## src/rtl/mem_copy_engine_pkg.sv

```systemverilog
// Shared definitions for the block-copy initiator: FSM state encoding and
// default widths matching the 16x64k two-port memory.
package mem_copy_engine_pkg;

    localparam int MCE_ADDR_W = 16;
    localparam int MCE_DATA_W = 16;
    localparam int MCE_LEN_W  = 16;

    typedef enum logic [1:0] {
        ST_IDLE   = 2'd0,
        ST_RUN    = 2'd1,
        ST_DRAIN  = 2'd2,
        ST_FINISH = 2'd3
    } state_e;

endpackage

```

## src/rtl/mem_copy_engine.sv

```systemverilog
// Block copy through a two-port memory: port 1 reads, port 2 writes, one word/cycle.
// Latency: Done exactly Length+2 cycles after Start (1 cycle when Length==0).
// No backpressure: Start is honoured only in IDLE and is dropped otherwise. Optional MEM_COPY_CHECKSUM_EN.
module mem_copy_engine
    import mem_copy_engine_pkg::*;
#(
    parameter int ADDR_W = MCE_ADDR_W,
    parameter int DATA_W = MCE_DATA_W,
    parameter int LEN_W  = MCE_LEN_W
) (
    input  logic              CLK,
    input  logic              Reset,
    input  logic              Start,
    input  logic [ADDR_W-1:0] SrcAddr,
    input  logic [ADDR_W-1:0] DstAddr,
    input  logic [LEN_W-1:0]  Length,
    output logic              Busy,
    output logic              Done,
    output logic [DATA_W-1:0] Checksum,
    output logic [ADDR_W-1:0] Address_1,
    output logic              ReadEna_1,
    output logic              WriteEna_1,
    input  logic [DATA_W-1:0] DataOut_1,
    output logic [ADDR_W-1:0] Address_2,
    output logic              WriteEna_2,
    output logic              ReadEna_2,
    output logic [DATA_W-1:0] DataIn_2
);

    state_e            state_q, state_d;
    logic [ADDR_W-1:0] rd_ptr_q, rd_ptr_d;
    logic [ADDR_W-1:0] wr_ptr_q, wr_ptr_d;
    logic [LEN_W-1:0]  rem_q, rem_d;
    // Set once the first read has been issued, i.e. read data is in flight.
    logic              wr_pend_q, wr_pend_d;
    logic              accept;

    assign accept = (state_q == ST_IDLE) && Start;

    always_ff @(posedge CLK) begin
        if (Reset) begin
            state_q   <= ST_IDLE;
            rd_ptr_q  <= '0;
            wr_ptr_q  <= '0;
            rem_q     <= '0;
            wr_pend_q <= 1'b0;
        end else begin
            state_q   <= state_d;
            rd_ptr_q  <= rd_ptr_d;
            wr_ptr_q  <= wr_ptr_d;
            rem_q     <= rem_d;
            wr_pend_q <= wr_pend_d;
        end
    end

    always_comb begin
        state_d   = state_q;
        rd_ptr_d  = rd_ptr_q;
        wr_ptr_d  = wr_ptr_q;
        rem_d     = rem_q;
        wr_pend_d = wr_pend_q;
        case (state_q)
            ST_IDLE: begin
                if (Start) begin
                    if (Length != '0) begin
                        state_d   = ST_RUN;
                        rd_ptr_d  = SrcAddr;
                        wr_ptr_d  = DstAddr;
                        rem_d     = Length;
                        wr_pend_d = 1'b0;
                    end else begin
                        state_d = ST_FINISH;
                    end
                end
            end
            ST_RUN: begin
                rd_ptr_d  = rd_ptr_q + 1'b1;
                rem_d     = rem_q - 1'b1;
                wr_pend_d = 1'b1;
                if (wr_pend_q) begin
                    wr_ptr_d = wr_ptr_q + 1'b1;
                end
                if (rem_q == LEN_W'(1)) begin
                    state_d = ST_DRAIN;
                end
            end
            ST_DRAIN:  state_d = ST_FINISH;
            ST_FINISH: state_d = ST_IDLE;
            default:   state_d = ST_IDLE;
        endcase
    end

    // Outputs decode from state so the cycle after a reset is quiet.
    always_comb begin
        ReadEna_1  = (state_q == ST_RUN);
        WriteEna_2 = ((state_q == ST_RUN) && wr_pend_q) || (state_q == ST_DRAIN);
        Address_1  = ReadEna_1  ? rd_ptr_q  : '0;
        Address_2  = WriteEna_2 ? wr_ptr_q  : '0;
        DataIn_2   = WriteEna_2 ? DataOut_1 : '0;
        Busy       = (state_q == ST_RUN) || (state_q == ST_DRAIN);
        Done       = (state_q == ST_FINISH);
        WriteEna_1 = 1'b0;
        ReadEna_2  = 1'b0;
    end

`ifdef MEM_COPY_CHECKSUM_EN
    logic [DATA_W-1:0] csum_q;

    always_ff @(posedge CLK) begin
        if (Reset) begin
            csum_q <= '0;
        end else if (accept) begin
            csum_q <= '0;
        end else if (WriteEna_2) begin
            csum_q <= csum_q + DataIn_2;
        end
    end

    assign Checksum = csum_q;
`else
    logic unused_accept;
    assign unused_accept = accept;
    assign Checksum      = '0;
`endif

endmodule

```

## config.mk

```make
export PLATFORM = sky130hd
export DESIGN_NAME = mem_copy_engine
export DESIGN_NICKNAME = d
export VERILOG_FILES = /design/src/rtl/mem_copy_engine_pkg.sv /design/src/rtl/mem_copy_engine.sv
export SDC_FILE = /design/constraint.sdc
export NUM_CORES = 1
export LEC_CHECK = 0
export BUFFER_PORTS_ARGS = -buffer_cell sky130_fd_sc_hd__buf_4
export CORE_AREA = 2 2 118 74
export CTS_CLUSTER_DIAMETER = 100
export DETAILED_ROUTE_END_ITERATION = 10
export DIE_AREA = 0 0 120 76
export PLACE_DENSITY = 0.87
export SLEW_MARGIN = 20
export SYNTH_ARGS = -nofsm -noshare
export SYNTH_HDL_FRONTEND = slang
export SYNTH_SLANG_ARGS = --single-unit
```

## constraint.sdc

```tcl
create_clock -name CLK -period 3.2 [get_ports CLK]
set_clock_uncertainty 0.1 [all_clocks]
set_input_delay 0.64 -clock CLK [delete_from_list [all_inputs] [get_ports CLK]]
set_output_delay 0.64 -clock CLK [all_outputs]
set_load 0.02 [all_outputs]
```

==> results of run 1 <==
through the flow:
step                cells    util  total power (uW)
global route          733  0.6056              4589
global placement      725  0.5834              3476
finish                733  0.6056              4262
floorplan             534       -              2873
detailed placement    725  0.5834              3581
CTS                   733  0.6047              4215
routing by layer:
metal / track usage / part of all wire
met4: 0.05294 / 0.0078
met3: 0.04940 / 0.095
met2: 0.3824 / 0.44
met1: 0.3610 / 0.46
met5: 0 / 0
power breakdown:
group	internal [uW]	leakage [uW]	switching [uW]
clock	389	0.0000868	237
combinational	932	0.00146	1470
sequential	891	0.000420	341
cell usage in the layout, fill, tap and decap left out, types with 14 or more instances in the layout:
cell	Yosys	layout
nor3_1	14	14
buf_4	18	129
nor2_1	33	33
o21ai_0	37	37
and2_1	14	14
a31oi_1	14	14
a21oi_1	54	53
dfxtp_1	51	51
nand3_1	15	15
nor2b_1	41	41
nand2_1	39	39
conb_1	1	18
critical path, cell delays in order (launching register included):
cell,delay [ps]
dfxtp_1,350
inv_1,110
ha_2,520
buf_4,370
and2_1,180
buf_4,140
cell families after synthesis:
| logic type | after synthesis | synth area share |
|---|---|---|
| fa+ha+maj | 9 | 0.02909 |
| simple gates | 216 | 0.3125 |
| flops | 51 | 0.2637 |
| other cells | 1 | 0.0009687 |
| buf+inv | 63 | 0.08662 |
| xor+xnor | 1 | 0.002263 |
| mux | 5 | 0.01325 |
| compound gates | 171 | 0.2915 |
final timing paths:
path | startpoint | endpoint | cells after the start
worst max register to register | state_q[1] | wr_ptr_q[6] | 7
worst min register to register | rd_ptr_q[15] | rd_ptr_q[15] | 1
worst max-delay path | state_q[1] | Address_1[4] | 5
worst min-delay path | rd_ptr_q[15] | rd_ptr_q[15] | 1
sequential cells by signal (all words and copies together) (netlist names):
| name | cells |
|---|---|
| rd_ptr_q | 16 |
| rem_q | 16 |
| state_q | 2 |
| wr_pend_q | 1 |
| wr_ptr_q | 16 |
cell type report:
type / instances / area, sq um / area share
clock inverters: 2 / 35.03 / 0.007085
well taps: 112 / 140.1 / 0.02834
repair buffers: 129 / 968.4 / 0.1959
flip-flops and latches: 51 / 1021 / 0.2065
inverters: 13 / 48.80 / 0.009868
clock buffers: 6 / 138.9 / 0.02809
multi-input cells: 420 / 2592 / 0.5243
==> metrics, run 1 <==
status=completed; design area=4945 sq um; initial antenna violation count=0; Synth Register Bits=51; vias per cell=5.950; share of cells above drive strength 1=0.2576; Post-synth EDFFs=0; fillcell total=724; Max Cap Viol=0; pre-CTS WS=239.2 ps; setup tns final=0 ps; Row Count=26; Syn Area/Cell=7.488 sq um; fin crit share=0.8460; worst path required time=2460 ps; final setup fails=0; Synth Instances=517; total CTS buffers=5; ANT cells=0; GRT Total Usage=0.2490; final critical-path setup slack=492.7 ps; Power Dens Cells=862.0 nW/um^2; P&R area growth vs syn=27.73%; CTS Root Cell=clkbuf_16; IO Count=137; DRC errors left=0; leading area contributor after synthesis=dfxtp_1; Worst-path clk slew=70 ps; worst hold path class=flop to flop; Mapped Area=3871 sq um; Yosys cell types=67; drt first pass iters=5; Resize count post-CTS=0; Initial Utilization=0.4741; commonest cells in the netlist=a21oi_1, dfxtp_1, nor2b_1; hold_buf cts=0; Seq/Total Area, Yosys=0.2637; Slew HR=0.5113; post-route ant nets=0; Synth area leaders=dfxtp_1, a21oi_1, nor2b_1; Sink Count=51; drt total wl=11.70 mm; Crit Path Category=flop to output pin; post-synth top area share=0.2637; gr ovfl total=0; ys async rst share=0; die area=9120 sq um; Critical Path End Type=output pin; Die H=76 um; Die Width=120 um; Clock Latency Late Sink=290 ps; HPWL after DPL=8.479 mm; DR vias=4361; worst hold margin=388.3 ps; Setup Fix Bufs, Post-CTS=0; Crit Path Max Fanout=27; Initial DRC Count=421; critical path data arrival time=1970 ps; Clock Path Buffers=2; Tightest Pin Transition=731.4 ps; RSZ-0062 raised after global routing=no; Reg2Reg Setup Slack=540 ps; Slew Limit Fails=0; leakage power=0.001969 uW; largest net degree at the start of global routing=59; first-pass GRT wire length=19.00 mm; Final Hold Vio Count=0; Tmin final=2707 ps; Startpoint Class=flop; Synth Warn #=0; mean routed wirelength per cell=15.97 um; Peak VDD IR=0.4746 mV; CTS tree=done; count leader, synth=a21oi_1; I/O Buffers=118; GPL Wtd Cong=0.9104; instance area at placement=4763 sq um; Main synth FF type=dfxtp_1; vias in the first global route=3917; fmax=369.4 MHz; core footprint=8165 sq um; post-layout net count=696; H-tree levels=2
Power figures use the tool's default switching activity.
==> run 2, diff against run 1 <==
--- a/config.mk
+++ b/config.mk
@@ -5,12 +5,13 @@
 export SDC_FILE = /design/constraint.sdc
 export NUM_CORES = 1
 export LEC_CHECK = 0
+export ABC_AREA = 1
 export BUFFER_PORTS_ARGS = -buffer_cell sky130_fd_sc_hd__buf_4
-export CORE_AREA = 2 2 118 74
+export CORE_AREA = 2 2 124 78
 export CTS_CLUSTER_DIAMETER = 100
 export DETAILED_ROUTE_END_ITERATION = 10
-export DIE_AREA = 0 0 120 76
-export PLACE_DENSITY = 0.87
+export DIE_AREA = 0 0 126 80
+export PLACE_DENSITY = 0.85
 export SLEW_MARGIN = 20
 export SYNTH_ARGS = -nofsm -noshare
 export SYNTH_HDL_FRONTEND = slang
==> constraint.sdc (replaced) <==
create_clock -name CLK -period 2.45 [get_ports CLK]
set_clock_uncertainty 0.1 [all_clocks]
set_input_delay 0.49 -clock CLK [delete_from_list [all_inputs] [get_ports CLK]]
set_output_delay 0.49 -clock CLK [all_outputs]
set_load 0.02 [all_outputs]
==> run 2 against run 1 <==
Final area increased by 2.4%. Count of clock-buffer cells in the layout is the same. First-iteration DRC count is 6.7% higher. Combinational power rose by 32%. Clock power rose by 44%. Final cell count grew 24%. Via count grew 3.6%. Wire length shrank 4.6%. Power increased by 33%. Largest cell class unchanged.
==> metrics, run 2 <==
Synth Area in Compound Gates=0.1472; post-route ant nets=0; Main synth FF type=dfxtp_1; H-tree levels=2; CTS Root Cell=clkbuf_16; critical path data arrival time=1680 ps; Die Width=126 um; Final Hold Vio Count=0; most common cell after layout, fill and taps aside=nand2_1; Max Cap Viol=0; core footprint=8919 sq um; leakage power=0.002627 uW; cell count of the worst reg-to-reg path=9; DRC errors left=0; HPWL after DPL=8.218 mm; Worst-path clk slew=70 ps; Peak VDD IR=0.5015 mV; Slew Limit Fails=0; initial antenna violation count=0; Synth Area in Adders=0.02813; Post-synth EDFFs=0; Reg2Reg Setup Slack=420 ps; drt total wl=11.16 mm; biggest regs=rd_ptr_q (16), rem_q (16), wr_ptr_q (16); share of cells above drive strength 1=0.1990; Row Count=27; worst path required time=1860 ps; Sink Count=51; Setup Fix Bufs, Post-CTS=0; vias per cell=4.966; Initial DRC Count=449; Synth Register Bits=51; largest net degree at the start of global routing=57; Tightest Pin Transition=583.6 ps; first-pass GRT wire length=17.80 mm; Critical Path Most Common Cell=inv_1; xor/xnor share of the synthesized area=0.01094; fmax=441.1 MHz; Syn Area/Cell=5.784 sq um; status=completed; reg2reg end=rd_ptr_q[14]; leading area contributor after synthesis=dfxtp_1; GRT Total Usage=0.2140; Critical Path End Type=output pin; Initial Utilization=0.4488; Crit Path Category=flop to output pin; total CTS buffers=5; final setup fails=0; post-layout net count=869; GPL Wtd Cong=0.9611; count leader, synth=nand2_1; RSZ-0062 raised after global routing=no; Worst path slowest cell=dfxtp_1; origin of the worst setup path=state_q[1]; hold path start=rd_ptr_q[13]; Crit Path Max Fanout=41; vias in the first global route=3782; Synth area leaders=dfxtp_1, nand2_1, nor2_1; IO Count=137; post-synth top area share=0.2551; Startpoint Class=flop; Core Util, Final=0.5675; CP Cell Sequence=inv_1 -> ha_2 -> buf_6 -> nand2_1 -> inv_1 -> buf_4; CTS tree=done; DR vias=4519; worst hold path class=flop to flop; fin crit share=0.9253; commonest cells after routing, fill and taps aside=nand2_1, buf_4, nor2_1; Mapped Area=4003 sq um; crit-path max cell delay=340 ps; largest family of logic cells by synthesized area=simple AND/OR/NAND/NOR gates; drt first pass iters=5; simple-gate share of the synthesized area=0.3932; Yosys cell types=36; hold_buf cts=0; I/O Buffers=118; mean routed wirelength per cell=12.26 um; Slew HR=0.6110; commonest cells in the netlist=nand2_1, nor2_1, inv_1; ANT cells=0; Tmin final=2267 ps; fillcell total=878; die area=10080 sq um; gr ovfl total=0; worst r2r src=state_q[1]; Clock Latency Late Sink=300 ps; Clock Path Buffers=2; Synth Warn #=0; Die H=80 um; Seq/Total Area, Yosys=0.2551; Synth Instances=692; Power Dens Cells=1118 nW/um^2; ys async rst share=0; Worst Hold End=rd_ptr_q[13]; P&R area growth vs syn=26.45%; Min-Delay Path Depth=2; mux share of post-synthesis cell area=0.007502; setup tns final=0 ps
-- run 2: power breakdown --
part | internal (uW) | switching (uW) | total [uW]
logic | 1130 | 2040 | 3170
registers | 1190 | 392 | 1580
clock network | 586 | 320 | 906
total | 2900 | 2750 | 5660
-- run 2: per-stage QoR --
stage | power [uW] | instance area [sq um] | hold slack (ps) | worst slack (ps) | instances
floorplan | 3879 | 4066 | 325.3 | 219.6 | 709
global placement | 4631 | 4865 | 338.0 | 389.6 | 902
detailed placement | 4683 | 4865 | 340.4 | 347.8 | 902
CTS | 5601 | 5054 | 350.6 | 84.64 | 910
global route | 6127 | 5061 | 380.1 | 51.77 | 910
finish | 5656 | 5061 | 347.0 | 183.0 | 910
-- run 2: kinds of logic after synthesis --
family / after synthesis
buffers and inverters: 138
adders and majority gates: 9
and+or+nand+nor: 372
xor gates and xnor gates: 5
muxes: 3
DFF: 51
other: 1
AOI/OAI and AO/OA: 113
-- run 2: worst max-delay path by stage --
stage	to	slack [ps]
global route	Address_2[3]	50
CTS	Address_1[13]	80
global placement	rd_ptr_q[14]	390
detailed placement	rem_q[0]	350
floorplan	WriteEna_2	220
finish	Address_1[13]	180
-- run 2: final cells by class --
class | instances | area (sq um) | share of cell area
Tap cell | 116 | 145.1 | 0.02868
Clock inverter | 2 | 60.06 | 0.01187
Timing Repair Buffer | 125 | 945.9 | 0.1869
Sequential cell | 51 | 1021 | 0.2017
Multi-Input combinational cell | 520 | 2422 | 0.4786
Clock buffer | 6 | 128.9 | 0.02546
Inverter | 90 | 337.8 | 0.06675
-- run 2: what timing repair did --
| action | 4_1_cts | 5_1_grt |
|---|---|---|
| endpoints found under the hold margin | 0 | 0 |
| endpoints found under the setup margin | 0 | 7 |
| gates resized for setup | 0 | 2 |
-- run 2: critical path, delay by kind of cell (launching register included) --
family,cells,cell delay [ps]
adders and majority gates,1,240
buffers and inverters,4,630
DFF,1,340
and+or+nand+nor,1,170
-- run 2: per-layer routing --
metal	share of wire	GRT usage
met5	0	0
met4	0.0052	0.04286
met3	0.070	0.03954
met2	0.42	0.3151
met1	0.51	0.3222
==> run 3, diff against run 2 <==
--- a/config.mk
+++ b/config.mk
@@ -7,11 +7,13 @@
 export LEC_CHECK = 0
 export ABC_AREA = 1
 export BUFFER_PORTS_ARGS = -buffer_cell sky130_fd_sc_hd__buf_4
-export CORE_AREA = 2 2 124 78
+export CELL_PAD_IN_SITES_DETAIL_PLACEMENT = 0
+export CELL_PAD_IN_SITES_GLOBAL_PLACEMENT = 1
+export CORE_AREA = 2 2 153 95
 export CTS_CLUSTER_DIAMETER = 100
 export DETAILED_ROUTE_END_ITERATION = 10
-export DIE_AREA = 0 0 126 80
-export PLACE_DENSITY = 0.85
+export DIE_AREA = 0 0 155 97
+export PLACE_DENSITY = 0.84
 export SLEW_MARGIN = 20
 export SYNTH_ARGS = -nofsm -noshare
 export SYNTH_HDL_FRONTEND = slang
==> run 3 against run 2 <==
Power is 2.4% lower. Non-clock buffer count is 2 higher. Final area is 1.3% higher. Sequential power hardly changed. Worst hold slack better by 7.6 ps. Fmax is 1.1% higher. Critical path type unchanged.
==> metrics, run 3 (synthesis results as in run 2) <==
sum of buffers and inverters on the critical path=4; commonest cells after routing, fill and taps aside=nand2_1, buf_4, nor2_1; total CTS buffers=5; Resize count post-CTS=0; Final Hold Vio Count=0; multi-input logic area=2422 sq um; post-route ant nets=0; Setup Fix Bufs, Post-CTS=0; CP Depth=8; hold path start=rd_ptr_q[13]; gr ovfl total=0; Power Dens Cells=1077 nW/um^2; IO Count=137; first-pass GRT wire length=19.31 mm; DR vias=4386; HPWL after DPL=8.994 mm; Startpoint Class=flop; Critical Path End Type=output pin; Initial Utilization=0.2965; fin crit share=0.9151; Sink Count=51; Worst-path clk slew=70 ps; core footprint=13500 sq um; GRT Total Usage=0.1546; post-layout net count=871; CP Cell Sequence=inv_1 -> ha_2 -> nand2_1 -> inv_1 -> nor2_2 -> buf_12 -> nor2_1 -> buf_4; critical path data arrival time=1650 ps; Critical Path Most Common Cell=inv_1; Initial DRC Count=320; vias in the first global route=3857; drt first pass iters=5; worst r2r src=state_q[1]; Die Width=155 um; Peak VDD IR=0.4988 mV; GPL Wtd Cong=0.8314; die area=15040 sq um; RSZ-0062 raised after global routing=no; setup tns final=0 ps; Inst Count DP=963; Max Cap Viol=0; CTS tree=done; DRC errors left=0; instance area at placement=4979 sq um; design area=5126 sq um; vias per cell=4.522; flip-flop and latch area=1021 sq um; Die H=97 um; Clock Path Buffers=2; Slew Limit Fails=0; share of cells above drive strength 1=0.2013; Row Count=33; Crit Path Category=flop to output pin; H-tree levels=2; biggest regs=rd_ptr_q (16), rem_q (16), wr_ptr_q (16); Finished Layout Cells=970; Tightest Pin Transition=624.3 ps; final setup fails=0; critical path's top delay family=buffers and inverters; fillcell total=1456; Clock Latency Late Sink=300 ps; Tmin final=2242 ps; I/O Buffers=118; Worst path slowest cell=dfxtp_1; initial antenna violation count=0; P&R area growth vs syn=28.07%; fmax=446.0 MHz; mean routed wirelength per cell=12.28 um; most common cell after layout, fill and taps aside=nand2_1; leakage power=0.002628 uW; largest net degree at the start of global routing=57; worst hold path class=flop to flop; CTS Root Cell=clkbuf_16; cell count of the worst reg-to-reg path=9; ANT cells=0; Crit Path Max Fanout=33; drt total wl=11.91 mm; status=completed; origin of the worst setup path=state_q[1]; hold_buf cts=0; worst path required time=1860 ps; crit-path max cell delay=390 ps; Min-Delay Path Depth=2; Slew HR=0.5838
==> run 3: cell count changes in the layout (fill, tap and decap cells not counted), sizes merged <==
cell    delta
inv        +1
buf        +2
bufinv     -2
==> run 3: stage by stage <==
step	power [uW]	setup slack [ps]	util	hold WS, ps
floorplan	3879	219.6	-	325.3
global placement	4813	417.5	0.3687	337.4
detailed placement	4787	388.8	0.3687	348.2
CTS	5541	200.3	0.3797	359.8
global route	6044	82.40	0.3797	365.4
finish	5522	208.1	0.3797	354.6
==> run 3: final timing paths <==
kind	slack, ps	to
hold reg to reg	350	rd_ptr_q[13]
setup reg to reg	440	rd_ptr_q[14]
setup / recovery	210	Address_2[5]
hold / removal	350	rd_ptr_q[13]
==> run 3: worst register-to-register path, cell delays in order (launching register included) <==
cell     delay, ps
dfxtp_1        350
inv_1          120
ha_2           230
buf_4          300
nand2_1        170
nor3_2         230
nand4_1        170
o21ai_1        150
inv_1           50
a21oi_1        100
==> run 3: cell type report <==
class | instances | area share
clock buffer | 6 | 0.02709
clock inverter | 1 | 0.001709
inverter | 90 | 0.06590
multi-input combinational | 520 | 0.4725
sequential | 51 | 0.1992
tap | 175 | 0.04271
timing repair buffer | 127 | 0.1909
==> run 3: power breakdown <==
group	switching [uW]	internal, uW
Clock	325	406
Combinational	2040	1170
Sequential	399	1190
==> run 3: layer usage <==
metal  up-vias  wire length (um)  track usage
met3         3               930      0.03091
met5         -                 0            0
met2       165              4529       0.2106
met1      1880              6429       0.2508
met4         0                23      0.01709
li1       2338                 -            -
